[config.mk]
export PLATFORM = sky130hd
export DESIGN_NAME = bram_stream_reader
export DESIGN_NICKNAME = d
export VERILOG_FILES = /design/src/rtl/bram_stream_reader_pkg.sv /design/src/rtl/bram_stream_reader_skid_buf.sv /design/src/rtl/bram_stream_reader.sv
export SDC_FILE = /design/constraint.sdc
export NUM_CORES = 1
export LEC_CHECK = 0
export CAP_MARGIN = 20
export CORE_ASPECT_RATIO = 0.8
export CORE_MARGIN = 4
export CORE_UTILIZATION = 35
export DETAILED_ROUTE_END_ITERATION = 7
export PLACE_DENSITY_LB_ADDON = 0.15
export SYNTH_ARGS = -nofsm -noshare
export SYNTH_HDL_FRONTEND = slang
export SYNTH_SLANG_ARGS = --single-unit
[constraint.sdc]
create_clock -name clk -period 3.25 [get_ports clk]
set_clock_uncertainty 0.2 [all_clocks]
set_input_delay 0.4875 -clock clk [delete_from_list [all_inputs] [get_ports clk]]
set_output_delay 0.4875 -clock clk [all_outputs]
set_load 0.01 [all_outputs]
[src/rtl/bram_stream_reader_pkg.sv]
// Shared definitions for the BRAM stream reader: state encoding and default widths.
package bram_stream_reader_pkg;

  localparam int ADDR_W_DEF = 8;
  localparam int DATA_W_DEF = 8;
  localparam int LEN_W_DEF  = 9;

  typedef enum logic [1:0] {
    ST_IDLE  = 2'd0,
    ST_READ  = 2'd1,
    ST_DRAIN = 2'd2
  } state_t;

endpackage

[src/rtl/bram_stream_reader_skid_buf.sv]
// Two-entry FIFO that holds returned memory words (plus a last flag) until the
// downstream consumer accepts them. Simultaneous push and pop keep order and occupancy.
module stream_skid_buf #(
  parameter int W = 9
) (
  input  logic         clk,
  input  logic         rst,
  input  logic         push,
  input  logic [W-1:0] push_data,
  input  logic         pop,
  output logic [1:0]   occ,
  output logic [W-1:0] head
);

  logic [W-1:0] slot0;
  logic [W-1:0] slot1;
  logic         wr_ptr;
  logic         rd_ptr;

  always_ff @(posedge clk or posedge rst) begin
    if (rst) begin
      slot0  <= '0;
      slot1  <= '0;
      wr_ptr <= 1'b0;
      rd_ptr <= 1'b0;
      occ    <= 2'd0;
    end else begin
      if (push) begin
        if (wr_ptr) slot1 <= push_data;
        else        slot0 <= push_data;
        wr_ptr <= ~wr_ptr;
      end
      if (pop) rd_ptr <= ~rd_ptr;
      case ({push, pop})
        2'b10:   occ <= occ + 2'd1;
        2'b01:   occ <= occ - 2'd1;
        default: occ <= occ;
      endcase
    end
  end

  assign head = rd_ptr ? slot1 : slot0;

endmodule

[src/rtl/bram_stream_reader.sv]
// Reads a burst of sequential words from a 1-cycle-latency synchronous memory and
// re-presents them as a valid/ready stream with a last flag, throttling reads under backpressure.
module bram_stream_reader
  import bram_stream_reader_pkg::*;
#(
  parameter int ADDR_W = ADDR_W_DEF,
  parameter int DATA_W = DATA_W_DEF,
  parameter int LEN_W  = LEN_W_DEF
) (
  input  logic              clk,
  input  logic              rst,
  input  logic              start,
  input  logic [ADDR_W-1:0] start_addr,
  input  logic [LEN_W-1:0]  length,
  output logic              busy,
  output logic              done,
  output logic              mem_en,
  output logic [ADDR_W-1:0] mem_addr,
  input  logic [DATA_W-1:0] mem_rdata,
  output logic              out_valid,
  input  logic              out_ready,
  output logic [DATA_W-1:0] out_data,
  output logic              out_last
);

  // Stream handshake: a word transfers in any cycle where out_valid && out_ready.
  // Once out_valid is high, out_data/out_last hold until that transfer happens.

  state_t            state;
  state_t            state_nxt;
  logic              done_nxt;
  logic [ADDR_W-1:0] addr_q;
  logic [LEN_W-1:0]  issue_left;
  logic              inflight;
  logic              inflight_last;
  logic [1:0]        occ;
  logic [DATA_W:0]   head;
  logic [2:0]        level;
  logic              pop;
  logic              issue;
  logic              issue_last;
  logic              accept;

  stream_skid_buf #(.W(DATA_W + 1)) u_buf (
    .clk       (clk),
    .rst       (rst),
    .push      (inflight),
    .push_data ({inflight_last, mem_rdata}),
    .pop       (pop),
    .occ       (occ),
    .head      (head)
  );

  assign out_valid = (occ != 2'd0);
  assign out_data  = head[DATA_W-1:0];
  assign out_last  = out_valid && head[DATA_W];
  assign pop       = out_valid && out_ready;

  // Words already buffered or on their way back, minus the one leaving now,
  // must leave room for the read we are about to issue.
  assign level      = {1'b0, occ} + {2'b00, inflight} - {2'b00, pop};
  assign issue      = (state == ST_READ) && (level < 3'd2);
  assign issue_last = issue && (issue_left == LEN_W'(1));
  assign accept     = (state == ST_IDLE) && start && (length != '0);

  assign mem_en   = issue;
  assign mem_addr = addr_q;
  assign busy     = (state != ST_IDLE);

  always_comb begin
    state_nxt = state;
    done_nxt  = 1'b0;
    case (state)
      ST_IDLE: begin
        if (start) begin
          if (length != '0) state_nxt = ST_READ;
          else              done_nxt  = 1'b1;
        end
      end
      ST_READ: begin
        if (issue_last) state_nxt = ST_DRAIN;
      end
      ST_DRAIN: begin
        if (pop && out_last) begin
          state_nxt = ST_IDLE;
          done_nxt  = 1'b1;
        end
      end
      default: state_nxt = ST_IDLE;
    endcase
  end

  always_ff @(posedge clk or posedge rst) begin
    if (rst) begin
      state <= ST_IDLE;
      done  <= 1'b0;
    end else begin
      state <= state_nxt;
      done  <= done_nxt;
    end
  end

  always_ff @(posedge clk or posedge rst) begin
    if (rst) begin
      addr_q        <= '0;
      issue_left    <= '0;
      inflight      <= 1'b0;
      inflight_last <= 1'b0;
    end else begin
      if (accept) begin
        addr_q     <= start_addr;
        issue_left <= length;
      end else if (issue) begin
        addr_q     <= addr_q + ADDR_W'(1);
        issue_left <= issue_left - LEN_W'(1);
      end
      inflight      <= issue;
      inflight_last <= issue_last;
    end
  end

endmodule

==> results.yml <==
hold_path:
  min_path_type: "reg2reg"
floorplan:
  core-area_um2: 6380
  die_height_um: 80.4
  initial_utilization: 0.359
  die_x_um: 98.5
  dieArea_um2: 7910
  ios: 50
  rows: 26
placed_design:
  place_hpwl_um: 3940
  placedCellCount: 345
  place_ws_ns: -0.145
  portBuffers: 49
  routabilityCongestion: 0.847
timing:
  worst_slew_pin_slew_ns: 0.791
  min_period_ns: 2.98
  slew_violations: 0
  fmax_mhz: 335
  final-hold-violation-count: 0
  hold-worst-slack_ns: 0.297
  setup_viol: 0
  rsz0062_at_grt: "false"
  period_share: 0.917
  timing.final.ws_setup_ns: 0.269
  slew_headroom: 0.472
global_route:
  grt-ovfl-total: 0
  first_global_vias: 1757
  grt_max_degree: 45
  grt_pass1_wl_um: 9030
  antenna_found_initial: 0
  grt_usage: 0.147
status:
  status: "completed"
finish:
  syn_to_final_growth_pct: 34.0
  instances_no_fill: 353
  multi_input_area_um2: 1120
  antenna_cells: 0
  final_nets: 301
  seqCellArea_um2: 1100
  drive_gt1_frac: 0.219
  nFillCells: 619
logic_synthesis:
  yosys-top-cells-area: "dfrtp_1 48%, mux2_2 13%, nand3_1 2.8%"
  ys_types: 47
  synth_async_sr_flop_share: 1.00
  synth-edff-count: 0
  synth_area_per_cell_um2: 11.2
  ys_seq_area_frac: 0.481
  yosysTopAreaCell: "dfrtp_1"
  synth_cells: 205
  ys.warnings.count: 0
  syn-cell-area_um2: 2290
  synth_flop_cell: "dfrtp_1"
  synth_top_area_share: 0.481
  ys_seq_elements: 44
  syn_nets: 238
clock_tree:
  cts_root_buf: "clkbuf_8"
  path_clk_slew_ns: 0.08
  clock-sinks: 44
  post_cts_buffers: 0
  htree_levels: 2
  cts_tree: "done"
  clk_latency_ns: 0.30
  clockBufferDepth: 2
  cts_buffers: 5
power_and_ir_drop:
  p_per_area_nw_per_um2: 1080
  total_power_mw: 3.32
  irDropWorstVdd_v: 0.000326
  p_leak_nw: 1.25
flow_run:
  maxCapViolations: 0
worst_setup_path:
  critPathArrivalTime_ns: 2.29
  end_kind: "primary output"
  critPathRequiredTime_ns: 2.56
  worstSetupPathType: "in2out"
  critPathLaunchType: "input port"
  cp_max_fo: 3
drt:
  drt_wl_total_um: 5420
  viasPerCell: 5.08
  wl_per_cell_um: 15.4
  ant_nets: 0
  vias: 1792
  initialDrtViolationCount: 81
  firstDrtPassIters: 4
  drc: 0
cell type report:
class,instances,share of cell area
clock buffer,7,0.0314
tap,84,0.0342
sequential,44,0.359
timing repair buffer,62,0.190
inverter,9,0.0110
clock inverter,1,0.00978
multi-input combinational,146,0.365
critical path, stage by stage:
cell,delay [ns]
clkdlybuf4s50_1,0.50
nand2b_1,0.08
nor2_1,0.12
o21ai_0,0.11
fa_1,0.52
and3b_1,0.20
nand2_2,0.06
inv_1,0.08
clkbuf_2,0.13
timing repair:
item                                    CTS  global route
endpoints found under the setup margin    1             1
cloned                                    0             0
endpoints found under the hold margin     0             0
hold buffers                              0             0
resized for setup                         1             2
worst paths after layout:
| kind | from | end | slack, ns | cells after the start |
|---|---|---|---|---|
| setup / recovery | out_ready | mem_en | 0.27 | 9 |
| hold / removal | u_buf.wr_ptr | u_buf.wr_ptr | 0.30 | 1 |
| setup reg to reg | u_buf.occ[0] | issue_left[7] | 0.64 | 9 |
| hold reg to reg | u_buf.wr_ptr | u_buf.wr_ptr | 0.30 | 1 |
| max in group asynchronous | rst | u_buf.slot1[0] | 2.01 | 3 |
| min in group asynchronous | rst | mem_addr[3] | 0.45 | 3 |
cells in the final DEF (no fill, tap or decap), drive strengths merged, types with 2 or more instances in the layout:
cell / instances
nand2: 16
xor2: 4
nand4: 5
nor4: 4
ha: 3
clkbuf: 8
nand3: 13
mux2: 26
or3: 3
or2: 2
a21oi: 7
nor2b: 2
o21ai: 7
nor3: 2
o31a: 2
inv: 8
a221o: 4
nand3b: 2
buf: 13
nor2: 11
mux2i: 2
clkdlybuf4s50: 48
o22ai: 2
or4: 2
xnor2: 6
nor3b: 2
o31ai: 3
nand2b: 2
dfrtp: 44
o211ai: 4
flip-flops by register name (all words and copies together), names as in the netlist, 2 cells and up:
name / flops
u_buf.slot1: 9
u_buf.occ: 2
state: 2
mem_addr: 8
u_buf.slot0: 9
issue_left: 9
per-stage QoR:
step	TNS [ns]	utilization	cell area, um^2
floorplan	0	-	2290
global placement	-0.121	0.462	2950
detailed placement	-0.145	0.462	2950
CTS	0	0.482	3070
global route	0	0.481	3070
finish	0	0.481	3070
Yosys cell counts, types with 2 or more instances:
cell type and number:
nor2_1 10, o211ai_1 4, xnor2_1 5, nor4_1 4
a21oi_1 7, clkbuf_1 2, or3_1 3, nand3b_1 2
nand2_1 15, nor3_1 2, xor2_1 4, o31ai_1 2
buf_2 3, mux2i_1 2, ha_1 3, nand2b_1 2
o21ai_0 7, nand3_1 13, mux2_2 26, or2_2 2
a221o_1 4, nand4_1 5, dfrtp_1 44, nor2b_1 2
inv_1 9, o22ai_1 2
where the power goes:
group          leakage (nW)  switching (mW)  internal, mW  total, mW
Combinational         0.655           0.847         0.965       1.81
Clock                0.0645           0.191         0.271      0.463
Sequential            0.534           0.233         0.808       1.04
layer usage:
layer  GRT usage  share of wire
met3      0.0339          0.062
met4      0.0409          0.012
met5           0              0
met2       0.211           0.41
met1       0.220           0.52
kinds of logic (layout without fill, tap and decap cells):
family / Yosys count / in the layout / synth area share
compound gates: 32 / 32 / 0.105
xor+xnor: 10 / 10 / 0.0464
fa+ha+maj: 4 / 4 / 0.0251
buf+inv: 15 / 79 / 0.0306
flops: 44 / 44 / 0.481
mux: 28 / 28 / 0.137
simple gates: 72 / 72 / 0.176
(Power assumes the default switching activity.)
